### src/rtl/msg_header_decoder.sv
// msg_header_decoder: decodes the parser output bus into header fields and
// per-message close status (byte count, length and framing errors).
// Optional feature: define MSG_HDR_STATS_EN to build the saturating
// closed-message and errored-message counters; otherwise those ports read 0.
module msg_header_decoder #(
    parameter int WordWidth = 64,
    parameter int Bits      = 3
) (
    input  logic                 clk,
    input  logic                 reset,
    input  logic                 In_Valid,
    input  logic                 In_Start_Msg,
    input  logic                 In_End_Msg,
    input  logic [Bits-1:0]      In_Mod,
    input  logic [WordWidth-1:0] In_Data,
    output logic                 Hdr_Valid,
    output logic [7:0]           Hdr_Type,
    output logic [7:0]           Hdr_Flags,
    output logic [15:0]          Hdr_Length,
    output logic [31:0]          Hdr_SeqNum,
    output logic                 Msg_Done,
    output logic [15:0]          Msg_Bytes,
    output logic                 Msg_LenErr,
    output logic                 Msg_FrameErr,
    output logic                 Word_Drop,
    output logic [15:0]          Stat_MsgCount,
    output logic [15:0]          Stat_ErrCount
);

    typedef enum logic {IDLE, BODY} state_t;

    typedef struct packed {
        logic [15:0] bytes;
        logic        len_err;
        logic        frame_err;
    } close_t;

    state_t      state_q, state_n;
    logic [16:0] cnt_q, cnt_n;
    logic        pend_q, pend_n;
    close_t      pend_c_q, pend_c_n;

    logic        hdr_load;
    logic        drop_n;
    logic        c1_vld, c2_vld;
    close_t      c1, c2, start_c;
    logic        done_n;
    close_t      done_c;
    logic [16:0] word_bytes, sum;
    logic [15:0] sum_sat, cnt_sat, new_len;

    function automatic logic [15:0] sat16(input logic [16:0] v);
        return v[16] ? 16'hFFFF : v[15:0];
    endfunction

    assign new_len = In_Data[47:32];
    assign sum     = cnt_q + word_bytes;
    assign sum_sat = sat16(sum);
    assign cnt_sat = sat16(cnt_q);

    // Bytes carried by this word: 8, or the Mod count on an End word.
    always_comb begin
        word_bytes = 17'd8;
        if (In_End_Msg && (In_Mod != '0))
            word_bytes = {{(17-Bits){1'b0}}, In_Mod};
    end

    // Next-state and close-event generation; an aborting single-word Start
    // produces two closes, the second is held one cycle in the pending slot.
    always_comb begin
        state_n           = state_q;
        cnt_n             = cnt_q;
        hdr_load          = 1'b0;
        drop_n            = 1'b0;
        c1_vld            = 1'b0;
        c2_vld            = 1'b0;
        c1                = '0;
        c2                = '0;
        start_c           = '0;
        start_c.bytes     = sat16(word_bytes);
        start_c.len_err   = (sat16(word_bytes) != new_len);
        if (In_Valid) begin
            case (state_q)
                IDLE: begin
                    if (In_Start_Msg) begin
                        hdr_load = 1'b1;
                        cnt_n    = word_bytes;
                        if (In_End_Msg) begin
                            c1_vld = 1'b1;
                            c1     = start_c;
                        end else begin
                            state_n = BODY;
                        end
                    end else begin
                        drop_n = 1'b1;
                    end
                end
                BODY: begin
                    if (In_Start_Msg) begin
                        c1_vld       = 1'b1;
                        c1.bytes     = cnt_sat;
                        c1.len_err   = (cnt_sat != Hdr_Length);
                        c1.frame_err = 1'b1;
                        hdr_load     = 1'b1;
                        cnt_n        = word_bytes;
                        if (In_End_Msg) begin
                            c2_vld  = 1'b1;
                            c2      = start_c;
                            state_n = IDLE;
                        end
                    end else begin
                        cnt_n = {1'b0, sum_sat};
                        if (In_End_Msg) begin
                            c1_vld     = 1'b1;
                            c1.bytes   = sum_sat;
                            c1.len_err = (sum_sat != Hdr_Length);
                            state_n    = IDLE;
                        end
                    end
                end
                default: state_n = IDLE;
            endcase
        end
    end

    // One Msg_Done per cycle: the pending close goes first, newer ones queue.
    always_comb begin
        done_n   = 1'b0;
        done_c   = pend_c_q;
        pend_n   = 1'b0;
        pend_c_n = pend_c_q;
        if (pend_q) begin
            done_n   = 1'b1;
            done_c   = pend_c_q;
            pend_n   = c1_vld;
            pend_c_n = c1;
        end else if (c1_vld) begin
            done_n   = 1'b1;
            done_c   = c1;
            pend_n   = c2_vld;
            pend_c_n = c2;
        end
    end

    // FSM state, byte counter and pending-close slot.
    always_ff @(posedge clk or negedge reset) begin
        if (!reset) begin
            state_q  <= IDLE;
            cnt_q    <= '0;
            pend_q   <= 1'b0;
            pend_c_q <= '0;
        end else begin
            state_q  <= state_n;
            cnt_q    <= cnt_n;
            pend_q   <= pend_n;
            pend_c_q <= pend_c_n;
        end
    end

    // Registered outputs; fields hold until their next update.
    always_ff @(posedge clk or negedge reset) begin
        if (!reset) begin
            Hdr_Valid    <= 1'b0;
            Hdr_Type     <= '0;
            Hdr_Flags    <= '0;
            Hdr_Length   <= '0;
            Hdr_SeqNum   <= '0;
            Msg_Done     <= 1'b0;
            Msg_Bytes    <= '0;
            Msg_LenErr   <= 1'b0;
            Msg_FrameErr <= 1'b0;
            Word_Drop    <= 1'b0;
        end else begin
            Hdr_Valid <= hdr_load;
            Msg_Done  <= done_n;
            Word_Drop <= drop_n;
            if (hdr_load) begin
                Hdr_Type   <= In_Data[63:56];
                Hdr_Flags  <= In_Data[55:48];
                Hdr_Length <= new_len;
                Hdr_SeqNum <= In_Data[31:0];
            end
            if (done_n) begin
                Msg_Bytes    <= done_c.bytes;
                Msg_LenErr   <= done_c.len_err;
                Msg_FrameErr <= done_c.frame_err;
            end
        end
    end

`ifdef MSG_HDR_STATS_EN
    logic [1:0] err_inc;
    assign err_inc = {1'b0, done_n & (done_c.len_err | done_c.frame_err)} + {1'b0, drop_n};

    // Saturating statistics counters.
    always_ff @(posedge clk or negedge reset) begin
        if (!reset) begin
            Stat_MsgCount <= '0;
            Stat_ErrCount <= '0;
        end else begin
            if (done_n && (Stat_MsgCount != 16'hFFFF))
                Stat_MsgCount <= Stat_MsgCount + 16'd1;
            Stat_ErrCount <= sat16({1'b0, Stat_ErrCount} + {15'd0, err_inc});
        end
    end
`else
    assign Stat_MsgCount = '0;
    assign Stat_ErrCount = '0;
`endif

endmodule

### config.mk
export PLATFORM = sky130hd
export DESIGN_NAME = msg_header_decoder
export DESIGN_NICKNAME = d
export VERILOG_FILES = /design/src/rtl/msg_header_decoder.sv
export SDC_FILE = /design/constraint.sdc
export NUM_CORES = 1
export LEC_CHECK = 0
export CORE_MARGIN = 5
export CORE_UTILIZATION = 40
export DETAILED_ROUTE_END_ITERATION = 8
export GPL_TIMING_DRIVEN = 0
export PLACE_DENSITY = 0.79
export SLEW_MARGIN = 20
export SYNTH_ARGS = -nofsm -noshare
export SYNTH_HDL_FRONTEND = slang
export SYNTH_SLANG_ARGS = --single-unit
### constraint.sdc
create_clock -name clk -period 3.2 [get_ports clk]
set_clock_uncertainty 0.05 [all_clocks]
set_input_delay 0.64 -clock clk [delete_from_list [all_inputs] [get_ports clk]]
set_output_delay 0.64 -clock clk [all_outputs]
set_load 0.1 [all_outputs]
---- Word level (Yosys, flattened, before mapping) ----
Cells that the tools add are included.
storage, ports and cells
  bits in registers ....................... 122
  input port bits ......................... 72
  output and inout port bits .............. 117
  word-level logic and storage cells ...... 64
cells by class
  add/sub/neg operators ................... 1
  equality and inequality tests ........... 4
  muxes and demuxes ....................... 38
  bitwise logic cells ..................... 1
  reduce and logical (&&, ||, !) cells .... 4
operators by type and width
  kind                                           count
  two-way mux 18 bit                             9
  two-way mux 17 bit                             4
  two-way mux 16 bit                             3
  inequality test 16 bit                         3
  one-hot mux 18 bit (2 select lines)            1
  one-hot mux 17 bit (2 select lines)            1
  adder 17 bit                                   1
  two-way mux 1 bit                              17
  two-way mux 4 bit                              1
  one-hot mux 1 bit (2 select lines)             2
  nonzero test 3 bit                             1
  inequality test 2 bit (second input constant)  1
  AND reduction 2 bit                            1
  nonzero test 2 bit                             1
  logical AND 1 bit                              1
  inverter 1 bit                                 1

---- Logic depth before layout (Yosys ltp) ----
  depth after elaboration ................. 12
  depth in mapped cells ................... 14
  depth with buffers taken out ............ 12

---- Worst setup path after synthesis ----
Ideal clock, no wire load.
  path kind ............................... input to register
  start ................................... input port In_Mod[1]
  end ..................................... register Msg_LenErr
  library setup time ...................... 0.130 ns
  data arrival time ....................... 3.199 ns
  required time ........................... 3.020 ns
  path slack .............................. -0.179 ns
  stages .................................. 13
  path buffers ............................ 2
  cells stage by stage .................... buf_4 -> nor3_1 -> nand2b_1 -> ha_1 -> buf_2 -> nor2_2 -> o2bb2ai_4 -> or4_4 -> a32o_1 -> a2111oi_2 -> nand4_1 -> o21ai_1 -> o21ai_1
on the way
  longest elaborated chain between the ends .. 12
  elaborated cells between the ends (all ways) .. 16
  classes of those cells .................. add/sub (1); eq/ne (2); mux (11); reduce/logical (2)
RTL lines
  element                                  RTL line  RTL
  start: declaration                       14        input logic [Bits-1:0] In_Mod,
  nonzero test 3 bit                       64        if (In_End_Msg && (In_Mod != '0))
  logical AND 1 bit                        64
  two-way mux 4 bit (*)                    64
  adder 17 bit                             57        assign sum = cnt_q + word_bytes;
  two-way mux 16 bit                       53        return v[16] ? 16'hFFFF : v[15:0];
  inequality test 16 bit                   116       c1.len_err = (sum_sat != Hdr_Length);
  two-way mux 17 bit                       113       if (In_End_Msg) begin
  two-way mux 17 bit                       99        if (In_Start_Msg) begin
  one-hot mux 18 bit (2 select lines) (*)  83        case (state_q)
  two-way mux 18 bit (*)                   82        if (In_Valid) begin
  two-way mux 18 bit (*)                   137       end else if (c1_vld) begin
  two-way mux 18 bit (*)                   132       if (pend_q) begin
  end signal: assignment                   185       Msg_LenErr <= done_c.len_err;
  end: declaration                         23        output logic Msg_LenErr,
Mark *: on every way between the ends. The rest lies on a longest branch, timed or not.
A chain may end at the register's enable or synchronous reset.

---- Final worst setup path ----
  start ................................... input port In_End_Msg
  end ..................................... register pend_c_q[1] (netlist name)
on the way
  longest elaborated chain between the ends .. 10
  elaborated cells between the ends (all ways) .. 23
  classes of those cells .................. add/sub (1); eq/ne (2); mux (18); reduce/logical (2)
RTL lines
  element                                                                    RTL line      RTL
  start: declaration                                                         13            input logic In_End_Msg,
  logical AND 1 bit                                                          64
  two-way mux 4 bit                                                          64
  adder 17 bit or two-way mux 16 bit (tied branches)                         57, 53
  two-way mux 16 bit or inequality test 16 bit (tied branches)               53, 81
  inequality test 16 bit or two-way mux 18 bit (tied branches)               116, 88, 106
  two-way mux 17 bit or two-way mux 18 bit (tied branches)                   113, 85, 99
  two-way mux 17 bit or two-way mux 18 bit (tied branches)                   99, 83
  one-hot mux 18 bit (2 select lines) or two-way mux 18 bit (tied branches)  83, 82
  two-way mux 18 bit (on tied branches)                                      82, 137
  two-way mux 18 bit                                                         132
  end signal: assignment                                                     156           pend_c_q <= pend_c_n;
  end: declaration                                                           41            close_t pend_c_q, pend_c_n;
Several ways; a longest one is shown, not always the timed one. The select of a mux whose other input is x is not followed.

==> impl_metrics.toml <==
[global_route]
grt_max_degree = 77
grt_overflow_total = 0
grt_use_met2 = 0.3695
gr-usage-met1 = 0.2745
grtUsageMet3 = 0.05930
grt_pass1_wl_um = 35060
first_global_vias = 6633
antenna_found_initial = 0
track_usage = 0.2213
grt.busiest_layer = "met2"

[logic_synthesis]
synth_edf_count = 0
yosysWarnings = 0
ys_dominant_reg_cell = "dfrtp_1"
synth_top_area_cell = "dfrtp_1"
synth_seq_cells = 121
synth-seq-area-share = 0.4486
synth_most_common_cell = "nand2_1"
synth_area_leaders = "dfrtp_1 (45%), nand2_1 (14%), buf_4 (4.1%)"
synth_top_area_share = 0.4486
async_flop_share = 1.000
netlist_top_cells_count = "nand2_1 (245), dfrtp_1 (121), o21ai_0 (52)"
syn_avg_cell_area_um2 = 8.470
netlist_area_um2 = 6750
syn_inst = 797
yosysUniqueCellTypes = 77

[power_and_ir_drop]
p_leak_nw = 4.237
ir_drop_mv = 0.4854
total_power_w = 0.006012
power.density_nw_per_um2 = 630.2

[timing]
timing.slew.headroom = 0.3263
hold_violations = 0
max_clock_freq_mhz = 311.1
period_needed_ns = 3.215
period_share = 1.005
tightest_slew_ns = 1.007
hold-worst-slack_ns = 0.1064
tns_ns = -0.01602
report.final.slew_viol_count = 0
layout_setup_ws_ns = -0.01470
finalSetupViolations = 2

[drt]
drt_iter0_drc = 758
antenna_left = 0
drt-pass1-iter-count = 5
drc = 0
viasPerCell = 5.444
vias = 6767
wl_per_cell_um = 17.74
routed_wl_um = 22050

[run_status]
outcome = "complete, but fails checks"
failed_checks = "setup timing"

[floorplanning]
chipWidth_um = 139.9
ioPinCount = 189
die-area_um2 = 19570
initial_utilization = 0.4070
core-area_um2 = 16580
rows = 47
die_h_um = 139.9

[worst_setup_path]
startpoint_type = "input pin"
reg2regPathDepth = 10
crit_fanout = 10
crit_chain = "clkbuf_4 -> buf_6 -> and2_4 -> ha_1 -> buf_6 -> o21a_4 -> o2bb2ai_4 -> nor2_2 -> or4_1 -> a32oi_1 -> nand4_1 -> o21ai_2 -> o21ai_1"
worst-path-stages = 13
arrival_ns = 3.46
end_kind = "flip-flop"
path_buf_inv = 3
critPathRequiredTime_ns = 3.45
critical-path-top-delay-family = "compound AO/OA/AOI/OAI gates"
critical_path_class = "input pin to flip-flop"
cp_slowest_stage_delay_ns = 0.49
crit_slowest_cell = "or4_1"
critPathMostFrequentCell = "buf_6"

[cts]
root_buffer = "clkbuf_16"
cts_max_level = 4
path_clk_slew_ns = 0.06
clock_path_buffers = 2
cts_made_buffers = 17
cts_tree = "done"
clock_sinks = 121
insertion_delay_ns = 0.42

[cells_and_area]
fin_util = 0.5753
drive_above_1_share = 0.1251
fin_cells = 1243
n_antenna_cell = 0
area.growth.synth_to_final_pct = 41.33
layout.nets = 1086

[placement]
numPortBuffers = 154
numPlacedInstances = 1203
dp_hpwl_um = 16100
routabilityCongestion = 0.9212

[hold_path]
hp-class = "input pin to async pin"

[run]
cap_violations = 0
-- metal layers --
layer,vias to the layer above,wire length [um]
li1,3141,-
met5,-,0
met1,3204,8655
met4,0,687
met2,364,10570
met3,58,2133
-- path summary, 6_finish.rpt --
path / to / slack, ns / from
hold / removal: Hdr_Type[6]$_DFFE_PN0P_ / 0.11 / reset
setup / recovery: pend_c_q[1]$_DFFE_PN0P_ / -0.01 / In_End_Msg
hold reg to reg: Hdr_Type[5]$_DFFE_PN0P_ / 0.42 / Hdr_Type[5]$_DFFE_PN0P_
min in group clk: Hdr_Type[5]$_DFFE_PN0P_ / 0.42 / Hdr_Type[5]$_DFFE_PN0P_
max in group asynchronous: cnt_q[6]$_DFFE_PN0P_ / 2.26 / reset
setup reg to reg: pend_c_q[1]$_DFFE_PN0P_ / 0.19 / cnt_q[2]$_DFFE_PN0P_
-- cell families after synthesis --
| kind of cell | after synthesis | share of synthesized area |
|---|---|---|
| adder cells (fa/ha/maj) | 4 | 0.007415 |
| XOR/XNOR | 22 | 0.02855 |
| flip-flops | 121 | 0.4486 |
| multiplexers | 5 | 0.007415 |
| AND/OR/NAND/NOR | 346 | 0.2319 |
| buffers and inverters | 104 | 0.08026 |
| other | 1 | 0.0005555 |
| AO/OA/AOI/OAI | 194 | 0.1954 |
-- report_power, final --
part           internal, W  leakage (nW)  switching (W)
registers          0.00168          1.56       0.000135
clock network      0.00121         0.287       0.000701
logic             0.000604          2.39        0.00168
-- cells in the final DEF (no fill, tap or decap), types with 18 or more instances in the layout --
cell	instances
o21ai_0	51
inv_1	18
a21oi_1	47
clkdlybuf4s50_1	150
buf_4	40
dfrtp_1	121
nand2_1	243
clkbuf_1	32
conb_1	32
xnor2_1	19
-- timing repair --
action,CTS,global route
pin swaps,4,7
gates resized for setup,28,16
buffers inserted,1,5
hold buffers,0,0
gates cloned,1,1
setup endpoints to repair,46,12
-- state kept, by name, summed over array words and instances (netlist names) --
name	count
Msg_Done	1
pend_c_q	18
state_q	1
Msg_LenErr	1
Msg_Bytes	16
Msg_FrameErr	1
cnt_q	16
Hdr_SeqNum	32
Hdr_Valid	1
Hdr_Type	8
Word_Drop	1
Hdr_Flags	8
Hdr_Length	16
pend_q	1
-- final cells by class --
cell class	count	area, um^2
plain buffers	84	493.0
clock buffers	22	474.2
clock inverters	10	116.4
fillers	1500	7043
inverters	20	75.07
multi-input cells	604	3465
flip-flops and latches	121	3028
well taps	220	275.3
repair buffers	162	1614
-- per-stage QoR --
stage          cell area (um^2)  setup WS [ns]
3_3_place_gp               8741         -3.400
2_1_floorplan              6924      0.0005116
3_5_place_dp               8770         -1.486
5_1_grt                    9540      -0.004908
6_report                   9540       -0.01470
4_1_cts                    9444       0.009857
No activity file was read; power rests on OpenSTA's default activity.
